[config.mk]
export PLATFORM = sky130hd
export DESIGN_NAME = vdelay_line
export DESIGN_NICKNAME = d
export VERILOG_FILES = /design/src/rtl/vdelay_pkg.sv /design/src/rtl/vdelay_stage.sv /design/src/rtl/vdelay_line.sv
export SDC_FILE = /design/constraint.sdc
export NUM_CORES = 1
export LEC_CHECK = 0
export CAP_MARGIN = 10
export CORE_ASPECT_RATIO = 1.25
export CORE_MARGIN = 2
export CORE_UTILIZATION = 51
export CTS_BUF_LIST = sky130_fd_sc_hd__clkbuf_8 sky130_fd_sc_hd__clkbuf_16
export DETAILED_ROUTE_END_ITERATION = 8
export GPL_TIMING_DRIVEN = 0
export HOLD_SLACK_MARGIN = 0.08
export PLACE_DENSITY = 0.76
export REMOVE_ABC_BUFFERS = 1
export SETUP_SLACK_MARGIN = 0.1
export SKIP_CTS_REPAIR_TIMING = 1
export SLEW_MARGIN = 20
export SYNTH_ARGS = -nofsm -noshare
export SYNTH_HDL_FRONTEND = slang
export SYNTH_HIERARCHICAL = 1
export SYNTH_SLANG_ARGS = --single-unit
[constraint.sdc]
create_clock -name clk -period 2.2 [get_ports clk]
set_input_delay 0.33 -clock clk [delete_from_list [all_inputs] [get_ports clk]]
set_output_delay 0.33 -clock clk [all_outputs]
set_load 0.05 [all_outputs]
[src/rtl/vdelay_pkg.sv]
// Shared constants for the variable-tap delay line.
//   TAP_W     : width of the tap select port
//   COUNT_W   : width of the occupancy counter port
//   MAX_DEPTH : largest supported number of delay stages
package vdelay_pkg;

  localparam int unsigned TAP_W     = 4;
  localparam int unsigned COUNT_W   = 5;
  localparam int unsigned MAX_DEPTH = 16;

endpackage

[src/rtl/vdelay_stage.sv]
// One delay stage: a size-bit data register plus its valid bit.
//   clk     : rising-edge clock
//   rst     : asynchronous active-high reset (data and valid -> 0)
//   clear   : synchronous clear of the valid bit (data still loads)
//   d       : data from the previous stage (or the line input)
//   d_valid : valid bit from the previous stage (or the line input)
//   q       : registered data
//   q_valid : registered valid bit
module vdelay_stage #(
  parameter int unsigned size = 5
) (
  input  logic            clk,
  input  logic            rst,
  input  logic            clear,
  input  logic [size-1:0] d,
  input  logic            d_valid,
  output logic [size-1:0] q,
  output logic            q_valid
);

  always_ff @(posedge clk or posedge rst) begin
    if (rst) begin
      q       <= '0;
      q_valid <= 1'b0;
    end else begin
      q       <= d;
      q_valid <= d_valid & ~clear;
    end
  end

endmodule

[src/rtl/vdelay_line.sv]
// Variable-tap delay line: depth shift stages, output taken combinationally
// from the stage selected by tap (out-of-range taps select the last stage).
//   clk       : rising-edge clock
//   rst       : asynchronous active-high reset
//   in        : sample data
//   in_valid  : sample on in is present this cycle
//   tap       : selected delay stage (0..depth-1)
//   flush     : drop all samples in flight, including the one on in
//   out       : data of the selected stage
//   out_valid : selected stage holds a valid sample
//   count     : number of valid samples held in the stages
//   tap_err   : tap was out of range at the last edge
module vdelay_line
  import vdelay_pkg::*;
#(
  parameter int unsigned size  = 5,
  parameter int unsigned depth = 4
) (
  input  logic               clk,
  input  logic               rst,
  input  logic [size-1:0]    in,
  input  logic               in_valid,
  input  logic [TAP_W-1:0]   tap,
  input  logic               flush,
  output logic [size-1:0]    out,
  output logic               out_valid,
  output logic [COUNT_W-1:0] count,
  output logic               tap_err
);

  localparam logic [TAP_W-1:0] last_tap = TAP_W'(depth - 1);

  logic [size-1:0]  data [depth];
  logic [depth-1:0] vld;
  logic [TAP_W-1:0] sel;
  logic             tap_bad;
  logic             enter;
  logic             leave;

  for (genvar k = 0; k < depth; k++) begin : g_stage
    logic [size-1:0] d;
    logic            dv;

    if (k == 0) begin : g_head
      assign d  = in;
      assign dv = in_valid;
    end else begin : g_body
      assign d  = data[k-1];
      assign dv = vld[k-1];
    end

    vdelay_stage #(
      .size(size)
    ) u_stage (
      .clk    (clk),
      .rst    (rst),
      .clear  (flush),
      .d      (d),
      .d_valid(dv),
      .q      (data[k]),
      .q_valid(vld[k])
    );
  end

  assign tap_bad = (tap > last_tap);
  assign sel     = tap_bad ? last_tap : tap;

  // Compare-and-select mux keeps the index width independent of depth.
  always_comb begin
    out       = '0;
    out_valid = 1'b0;
    for (int unsigned k = 0; k < depth; k++) begin
      if (sel == TAP_W'(k)) begin
        out       = data[k];
        out_valid = vld[k];
      end
    end
  end

  assign enter = in_valid & ~flush;
  assign leave = vld[depth-1];

  // Occupancy tracks entries into stage 0 and exits past the last stage;
  // simultaneous enter and leave cancel out.
  always_ff @(posedge clk or posedge rst) begin
    if (rst) begin
      count   <= '0;
      tap_err <= 1'b0;
    end else begin
      tap_err <= tap_bad;
      if (flush) begin
        count <= '0;
      end else begin
        case ({enter, leave})
          2'b10:   count <= count + COUNT_W'(1);
          2'b01:   count <= count - COUNT_W'(1);
          default: count <= count;
        endcase
      end
    end
  end

endmodule

# Word-level counts from Yosys, hierarchy flattened
# Cells that the tools add are included.
# Widths: inputs -> output; s select.
dict set report word_totals {
  register_bits 30
  in_bits 13
  output_inout_bits 12
  wordCells 36
}
dict set report op_classes {
  add_sub_neg 2
  order_cmp 1
  eq_ne 5
  n_mux 11
  bitwise_logic 5
  n_reduce_logical 2
}
# cell n
set op_table {}
lappend op_table {{$mux 5} 5}
lappend op_table {{$pmux 5 s2} 1}
lappend op_table {{$eq 4x2->1 const B} 2}
lappend op_table {{$add 5x1->5 const B} 1}
lappend op_table {{$sub 5x1->5 const B} 1}
lappend op_table {{$and 1x1->1} 4}
lappend op_table {{$eq 4x1->1 const B} 1}
lappend op_table {{$gt 4x2->1 const B} 1}
lappend op_table {{$logic_not 4->1} 1}
lappend op_table {{$mux 1} 4}
lappend op_table {{$mux 4} 1}
lappend op_table {{$reduce_bool 3->1} 1}
lappend op_table {{$eq 2x1->1 const B} 1}
lappend op_table {{$eq 2x2->1 const B} 1}
lappend op_table {{$not 1->1} 1}

# Logic depth before layout (Yosys ltp)
# Gate-level depths: netlist of run 1.
dict set report logic_depth {
  depth_word 7
  ltp_mapped 8
}

# By module
# Netlist of run 1, hierarchy kept.
# mod n_inst cells_each area_each_um2 seq_area_each_um2
set by_module_without_submodules {}
lappend by_module_without_submodules {vdelay_line 1 94 680.7 150.1}
lappend by_module_without_submodules {vdelay_stage 4 8 167.7 150.1}

# Worst setup path after synthesis of run 1
# OpenSTA, ideal clock, no wires.
dict set report synth_path {
  path_type {input -> output}
  startpoint {input tap[1]}
  endpoint {output out[0]}
  t_arrival_ns 1.696
  slack_ns 0.174
  cell_stages 6
  path_cell_list {buf_2 buf_2 nor2_1 o21ai_1 o21ai_1 a21oi_1}
}
dict set report synth_between {
  elab_chain_len 7
  word_cells_on_any_way 10
  classes_between {order compare: 1; eq/ne: 3; mux: 5; reduce/logical: 1}
}
# element line
set synth_lines {}
lappend synth_lines {{from (decl)} vdelay_line.sv:23} ;# input logic [TAP_W-1:0] tap,
lappend synth_lines {{$gt 4x2->1} vdelay_line.sv:65} ;# assign tap_bad = (tap > last_tap);
lappend synth_lines {{$mux 4 *} vdelay_line.sv:66} ;# assign sel = tap_bad ? last_tap : tap;
lappend synth_lines {{$logic_not 4->1} vdelay_line.sv:73} ;# if (sel == TAP_W'(k)) begin
lappend synth_lines {{$mux 5 (3 in a row)} vdelay_line.sv:73}
lappend synth_lines {{$mux 5 *} vdelay_line.sv:73}
lappend synth_lines {{to (decl)} vdelay_line.sv:25} ;# output logic [size-1:0] out,
# Mark *: on every way between the ends. The rest lies on a longest branch, timed or not.

# Worst setup path after layout of run 1
dict set report layout_path {
  startpoint {register g_stage[0].u_stage.q[3]}
  endpoint {output out[3]}
}
dict set report layout_between {
  elab_chain_len 4
}
# element line
set layout_lines {}
lappend layout_lines {{from (decl)} vdelay_stage.sv:17} ;# output logic [size-1:0] q,
lappend layout_lines {{from (signal assigned)} vdelay_stage.sv:23} ;# q <= '0;
lappend layout_lines {{from (signal assigned)} vdelay_stage.sv:26} ;# q <= d;
lappend layout_lines {{$mux 5 (4 in a row)} vdelay_line.sv:73}
# Every way passes these cells.

==> flow_summary.toml, run 1 <==
[finish]
fillers = 191
antenna_cells = 0
nets = 169
area_growth_pct = 23.43
drive_above_1_share_pct = 14.29

[drt]
drt-pass1-iter-count = 4
drc = 0
wl_per_cell_um = 13.70
wirelength_mm = 2.561
via_per_inst = 5.160
drtIter0Drc = 28
vias = 965
ant_nets = 0

[yosys]
synth_edf_count = 0
yosysMostFrequentCell = "dfrtp_1"
ys_top_cells_by_count = "dfrtp_1, a21oi_1, nor2_1, o21ai_1, inv_1"
yosysTopAreaCell = "dfrtp_1"
synth_ff_type = "dfrtp_1"
netlist_instances = 126
synth.cell_area_um2 = 1351
synth.ff_latch_count = 30
avgSynthCellArea_um2 = 10.72
synth_warnings = 6
synth_cell_types = 32
yosys.area.top_type_share_pct = 55.56
seq_area_frac_synth_pct = 55.56
synthTopCellsByArea = "dfrtp_1, a21oi_1, nor2b_4"
async_flop_share_pct = 100.0

[cts]
clock-sinks = 30
cts_made_buffers = 5
clkTransAtPathRegs_ns = 0.06
clock_latency_ns = 0.28
cts_htree_levels = 2
clk_path_buf_depth = 2
cts-root-buf = "clkbuf_8"
tritoncts = "done"

[power_and_ir_drop]
ir_worst_vdd_v = 0.0004585
p_seq_share_pct = 50.3
powerDensity_nw_per_um2 = 715.2
p_total_uw = 1193
intPower_uw = 859.8
combPwrFrac_pct = 17.0
netSwitchingFraction_pct = 27.91
switchingPower_uw = 333.0
leakage_uw = 0.0007640
pwr-share-clk_pct = 32.7

[worst_setup_path]
required_ns = 1.87
worstSetupEndpointType = "primary output"
start_kind = "register"
critPathMaxFanout = 3
arrival_ns = 1.79
reg2reg_depth = 7
critPathKind = "register to primary output"
r2r_slack_ns = 0.36

[outcome]
status = "finished clean"

[sta]
post-route-min-period_ns = 2.119
fin_crit_sh_pct = 96.33
setup-tns-final_ns = 0
setup-violations-final = 0
finClkSkew_ns = 0.003443
slew-limit-headroom_pct = 66.77
hold_violations = 0
report.final.slew_viol_count = 0
max_freq_mhz = 471.9
rsz0062_at_grt = "yes"
tightest_slew_ns = 0.4970

[floorplanning]
num_rows = 20
start_util_pct = 54.55
die_h_um = 61.55
design.core.area_um2 = 2477
io_pins = 25
die_w_um = 50.04
die_area_um2 = 3080

[flow_run]
maxCapViolCount = 0

[global_route]
grt_pass1_vias = 925
grt_use_total_pct = 18.43
overflow = 0
met2_usage_pct = 32.14
met1_usage_pct = 21.26
grt_pass1_wl_mm = 4.057
top_usage_layer = "met2"
antenna_found_initial = 0
met3_usage_pct = 3.883
grt_max_degree = 25

[hold_path]
hp-class = "input port to async pin"

[placement]
place_congestion = 0.7635
portBuffers = 24
place_hpwl_mm = 1.863
power by group through the flow:
stage	clock, uW	sequential, uW	combinational, uW
2_1_floorplan	0	627	105
3_3_place_gp	0	607	207
3_5_place_dp	0	609	210
4_1_cts	401	600	211
5_1_grt	417	603	220
6_report	390	600	203
critical path: stages, from the launching register on:
cell and delay (ns):
dfrtp_1 0.34, or3b_4 0.41, a2111oi_4 0.34, a21oi_1 0.07, nand2_1 0.08, clkbuf_2 0.27
sequential cells by signal, indices dropped and copies added (netlist names):
signal and flops:
count 5, g_stage.u_stage/q_valid 4, g_stage.u_stage/q 20, tap_err 1
stage by stage:
stage | instances | setup WS [ns] | instance area [um2] | util [%] | hold WS, ns
after global routing | 187 | 0.01196 | 1668 | 67.32 | 0.3763
after floorplan | 121 | 0.1920 | 1323 | - | 0.1210
final | 187 | 0.08077 | 1668 | 67.32 | 0.3612
after detailed placement | 178 | -1.099 | 1604 | 64.75 | 0.3620
after CTS | 185 | -1.107 | 1680 | 67.83 | 0.3647
after global placement | 178 | -1.074 | 1604 | 64.75 | 0.3525
metal layers:
| metal | up-vias | part of all wire, % |
|---|---|---|
| met5 | - | 0 |
| met4 | 0 | 2.1 |
| met3 | 7 | 4.1 |
| met2 | 23 | 51 |
| met1 | 453 | 43 |
| li1 | 482 | - |
final timing paths:
kind / start / to
worst max register to register: g_stage[3].u_stage/q_valid$_DFF_PP0_ / count[4]$_DFFE_PP0P_
worst min register to register: g_stage[0].u_stage/q[1]$_DFF_PP0_ / g_stage[1].u_stage/q[1]$_DFF_PP0_
min in group clk: g_stage[0].u_stage/q[1]$_DFF_PP0_ / g_stage[1].u_stage/q[1]$_DFF_PP0_
worst min-delay path: rst / g_stage[0].u_stage/q[0]$_DFF_PP0_
worst max-delay path: g_stage[0].u_stage/q[3]$_DFF_PP0_ / out[3]
max in group asynchronous: rst / tap_err$_DFF_PP0_
layout make-up:
| class | instances | area [um2] | share of cell area, % |
|---|---|---|---|
| multi-input combinational | 83 | 549.3 | 32.93 |
| clock buffer | 5 | 68.82 | 4.126 |
| tap | 33 | 41.29 | 2.476 |
| timing repair buffer | 26 | 220.2 | 13.20 |
| inverter | 8 | 30.03 | 1.800 |
| sequential | 30 | 750.7 | 45.01 |
| clock inverter | 2 | 7.507 | 0.4501 |
cell families (layout without fill, tap and decap cells):
logic type	count (synthesis)	after routing	synth area share, %
muxes	1	1	0.7408
xor gates and xnor gates	4	4	2.593
DFF	30	30	55.56
buffers and inverters	13	41	4.352
and+or+nand+nor	40	40	18.70
adders and majority gates	2	2	1.852
AOI/OAI and AO/OA	36	36	16.20
layout by cell type (no fill, tap or decap), types with 2 or more instances in the layout:
master	instances
buf_4	2
xor2_1	3
o21ai_0	2
clkbuf_8	5
clkbuf_2	7
nor2b_4	4
inv_1	10
a21oi_1	18
dfrtp_1	30
nor2b_1	5
ha_1	2
nand2_1	4
a31oi_1	2
dlymetal6s2s_1	2
nand2b_1	6
clkdlybuf4s50_1	14
o21ai_1	9
nor2_1	10
and2_1	2
Note: power is estimated with default switching activity, not from simulation.
==> run 2: changes to the inputs <==
GPL_ROUTABILITY_DRIVEN = 0   (was default)
SLEW_MARGIN = 10   (was 20)
==> results of run 2 <==
Final layout, timing and power as in run 1 (identical DEF).
==> run 3: changes to the inputs <==
CORE_UTILIZATION = 49   (was 51)
PLACE_DENSITY = 0.75   (was 0.76)
SLEW_MARGIN = 40   (was 10)
SYNTH_HIERARCHICAL = default   (was 1)
==> flow_summary.toml, run 3 <==
[cts]
tritoncts = "done"
cts_made_buffers = 5
clock-sinks = 30
clock_latency_ns = 0.28
cts_htree_levels = 2
clk_path_buf_depth = 2
clkTransAtPathRegs_ns = 0.06
cts-root-buf = "clkbuf_8"

[yosys]
synth_ff_type = "dfrtp_1"
yosys.area.top_type_share_pct = 60.00
synth_cell_types = 33
ys_top_cells_by_count = "dfrtp_1, a21oi_1, o22ai_1, nor2_1, inv_1"
netlist_instances = 106
synthTopCellsByArea = "dfrtp_1, o22ai_1, a21oi_1"
avgSynthCellArea_um2 = 11.80
synth.ff_latch_count = 30
synth.cell_area_um2 = 1251
yosysTopAreaCell = "dfrtp_1"
synth_warnings = 0
synth_edf_count = 0
async_flop_share_pct = 100.0
yosysMostFrequentCell = "dfrtp_1"
seq_area_frac_synth_pct = 60.00

[finish]
mostFrequentLayoutCells = "dfrtp_1, clkdlybuf4s50_1, a21oi_1"
layout_commonest_cell = "dfrtp_1"
area_growth_pct = 28.30
top_register = "g_stage.u_stage.q"
top_regs = "g_stage.u_stage.q x20, count x5, g_stage.u_stage.q_valid x4"
nets = 150
post-route-util_pct = 66.13
largest_reg_flops = 20
antenna_cells = 0
drive_above_1_share_pct = 17.91

[sta]
hold_violations = 0
fin_crit_sh_pct = 93.65
report.final.slew_viol_count = 0
setup-violations-final = 0
slew-limit-headroom_pct = 60.32
tightest_slew_ns = 0.5943
max_freq_mhz = 485.4
post-route-min-period_ns = 2.060
finClkSkew_ns = 0.004202
hold-worst-slack_ns = 0.3688
rsz0062_at_grt = "yes"

[drt]
drc = 0
m1WireLength_um = 957
wl_met3_um = 140
met2_length_mm = 1.278
ant_nets = 0
drtIter0Drc = 8
vias = 919
top_layer_used = "met4"
via_per_inst = 5.503
wirelength_mm = 2.399
drt-pass1-iter-count = 4
wl_per_cell_um = 14.37

[floorplanning]
die_area_um2 = 2976
design.core.area_um2 = 2427
die_w_um = 49.20
die_h_um = 60.50
start_util_pct = 51.55
num_rows = 20
io_pins = 25

[worst_setup_path]
arrival_ns = 1.73
required_ns = 1.87
worstSetupEndpointType = "primary output"
start_kind = "input port"
critPathMaxFanout = 4
critPathKind = "input port to primary output"

[power_and_ir_drop]
switchingPower_uw = 323.9
netSwitchingFraction_pct = 26.58
p_seq_share_pct = 49.3
intPower_uw = 894.4
pwr-share-clk_pct = 34.6
combPwrFrac_pct = 16.1
leakage_uw = 0.0007572
powerDensity_nw_per_um2 = 758.9
ir_worst_vdd_v = 0.0005625

[global_route]
overflow = 0
grt_use_total_pct = 18.69
grt_pass1_wl_mm = 3.946
antenna_found_initial = 0
grt_pass1_vias = 932
grt_max_degree = 31

[placement]
place_hpwl_mm = 1.589
portBuffers = 24

[outcome]
status = "finished clean"

[hold_path]
hp-class = "register to register"

[flow_run]
maxCapViolCount = 0
## run 3: cell types whose count changed after synthesis, moves of 4 or more
cell / before / now
a21oi_1: 18 / 9
o22ai_1: 0 / 8
nor2b_4: 4 / 0
nor2_1: 11 / 7
nand2b_1: 6 / 2
mux2_2: 0 / 4
o21ai_1: 9 / 0
## run 3: cells by family after synthesis
group | share of synthesized area, %
AND/OR/NAND/NOR | 12.30
adder cells (fa/ha/maj) | 2.000
flip-flops | 60.00
XOR/XNOR | 2.801
multiplexers | 4.400
buffers and inverters | 3.500
AO/OA/AOI/OAI | 15.00
## run 3: final timing paths
path	from	cells past startpoint	slack, ns	endpoint
worst max-delay path	tap[2]	5	0.14	out_valid
worst min-delay path	g_stage[1].u_stage.q[3]$_DFF_PP0_	0	0.37	g_stage[2].u_stage.q[3]$_DFF_PP0_
worst max register to register	g_stage[3].u_stage.q_valid$_DFF_PP0_	7	0.29	count[4]$_DFFE_PP0P_
worst min register to register	g_stage[1].u_stage.q[3]$_DFF_PP0_	0	0.37	g_stage[2].u_stage.q[3]$_DFF_PP0_
max in group asynchronous	rst	2	1.37	g_stage[1].u_stage.q[1]$_DFF_PP0_
min in group asynchronous	rst	2	0.44	g_stage[2].u_stage.q[3]$_DFF_PP0_
## run 3: cell type report
class | count | area, um2
sequential | 30 | 750.7
inverter | 6 | 22.52
multi-input combinational | 67 | 473.0
fill | 217 | 822.0
tap | 33 | 41.29
clock buffer | 6 | 82.58
timing repair buffer | 25 | 235.2
## run 3: power by group through the flow
stage	registers, uW	logic (uW)	clock network, uW
3_5_place_dp	610	200	0
4_1_cts	600	201	443
3_3_place_gp	607	196	0
6_report	600	196	422
2_1_floorplan	628	101	0
5_1_grt	604	211	467
## run 3: metal layers
| metal | vias up | track usage [%] |
|---|---|---|
| met4 | 0 | 10.20 |
| met3 | 2 | 8.867 |
| met5 | - | 0 |
| li1 | 431 | - |
| met1 | 457 | 18.32 |
| met2 | 29 | 33.01 |
## run 3: critical path, stage by stage
cell and delay, ns:
clkdlybuf4s50_1 0.50, or3_4 0.43, o22ai_1 0.14, a21oi_1 0.07, clkbuf_2 0.26
## run 3: through the flow
| stage | setup slack, ns | TNS (ns) | std cells | power, uW | area [um2] |
|---|---|---|---|---|---|
| final | 0.1396 | 0 | 167 | 1218 | 1605 |
| after floorplan | 0.3298 | 0 | 102 | 729.0 | 1230 |
| after detailed placement | -0.6763 | -4.447 | 159 | 809.7 | 1511 |
| after global routing | 0.04369 | 0 | 167 | 1283 | 1605 |
| after CTS | -0.6760 | -3.814 | 165 | 1244 | 1594 |
| after global placement | -0.6759 | -4.328 | 159 | 803.5 | 1511 |
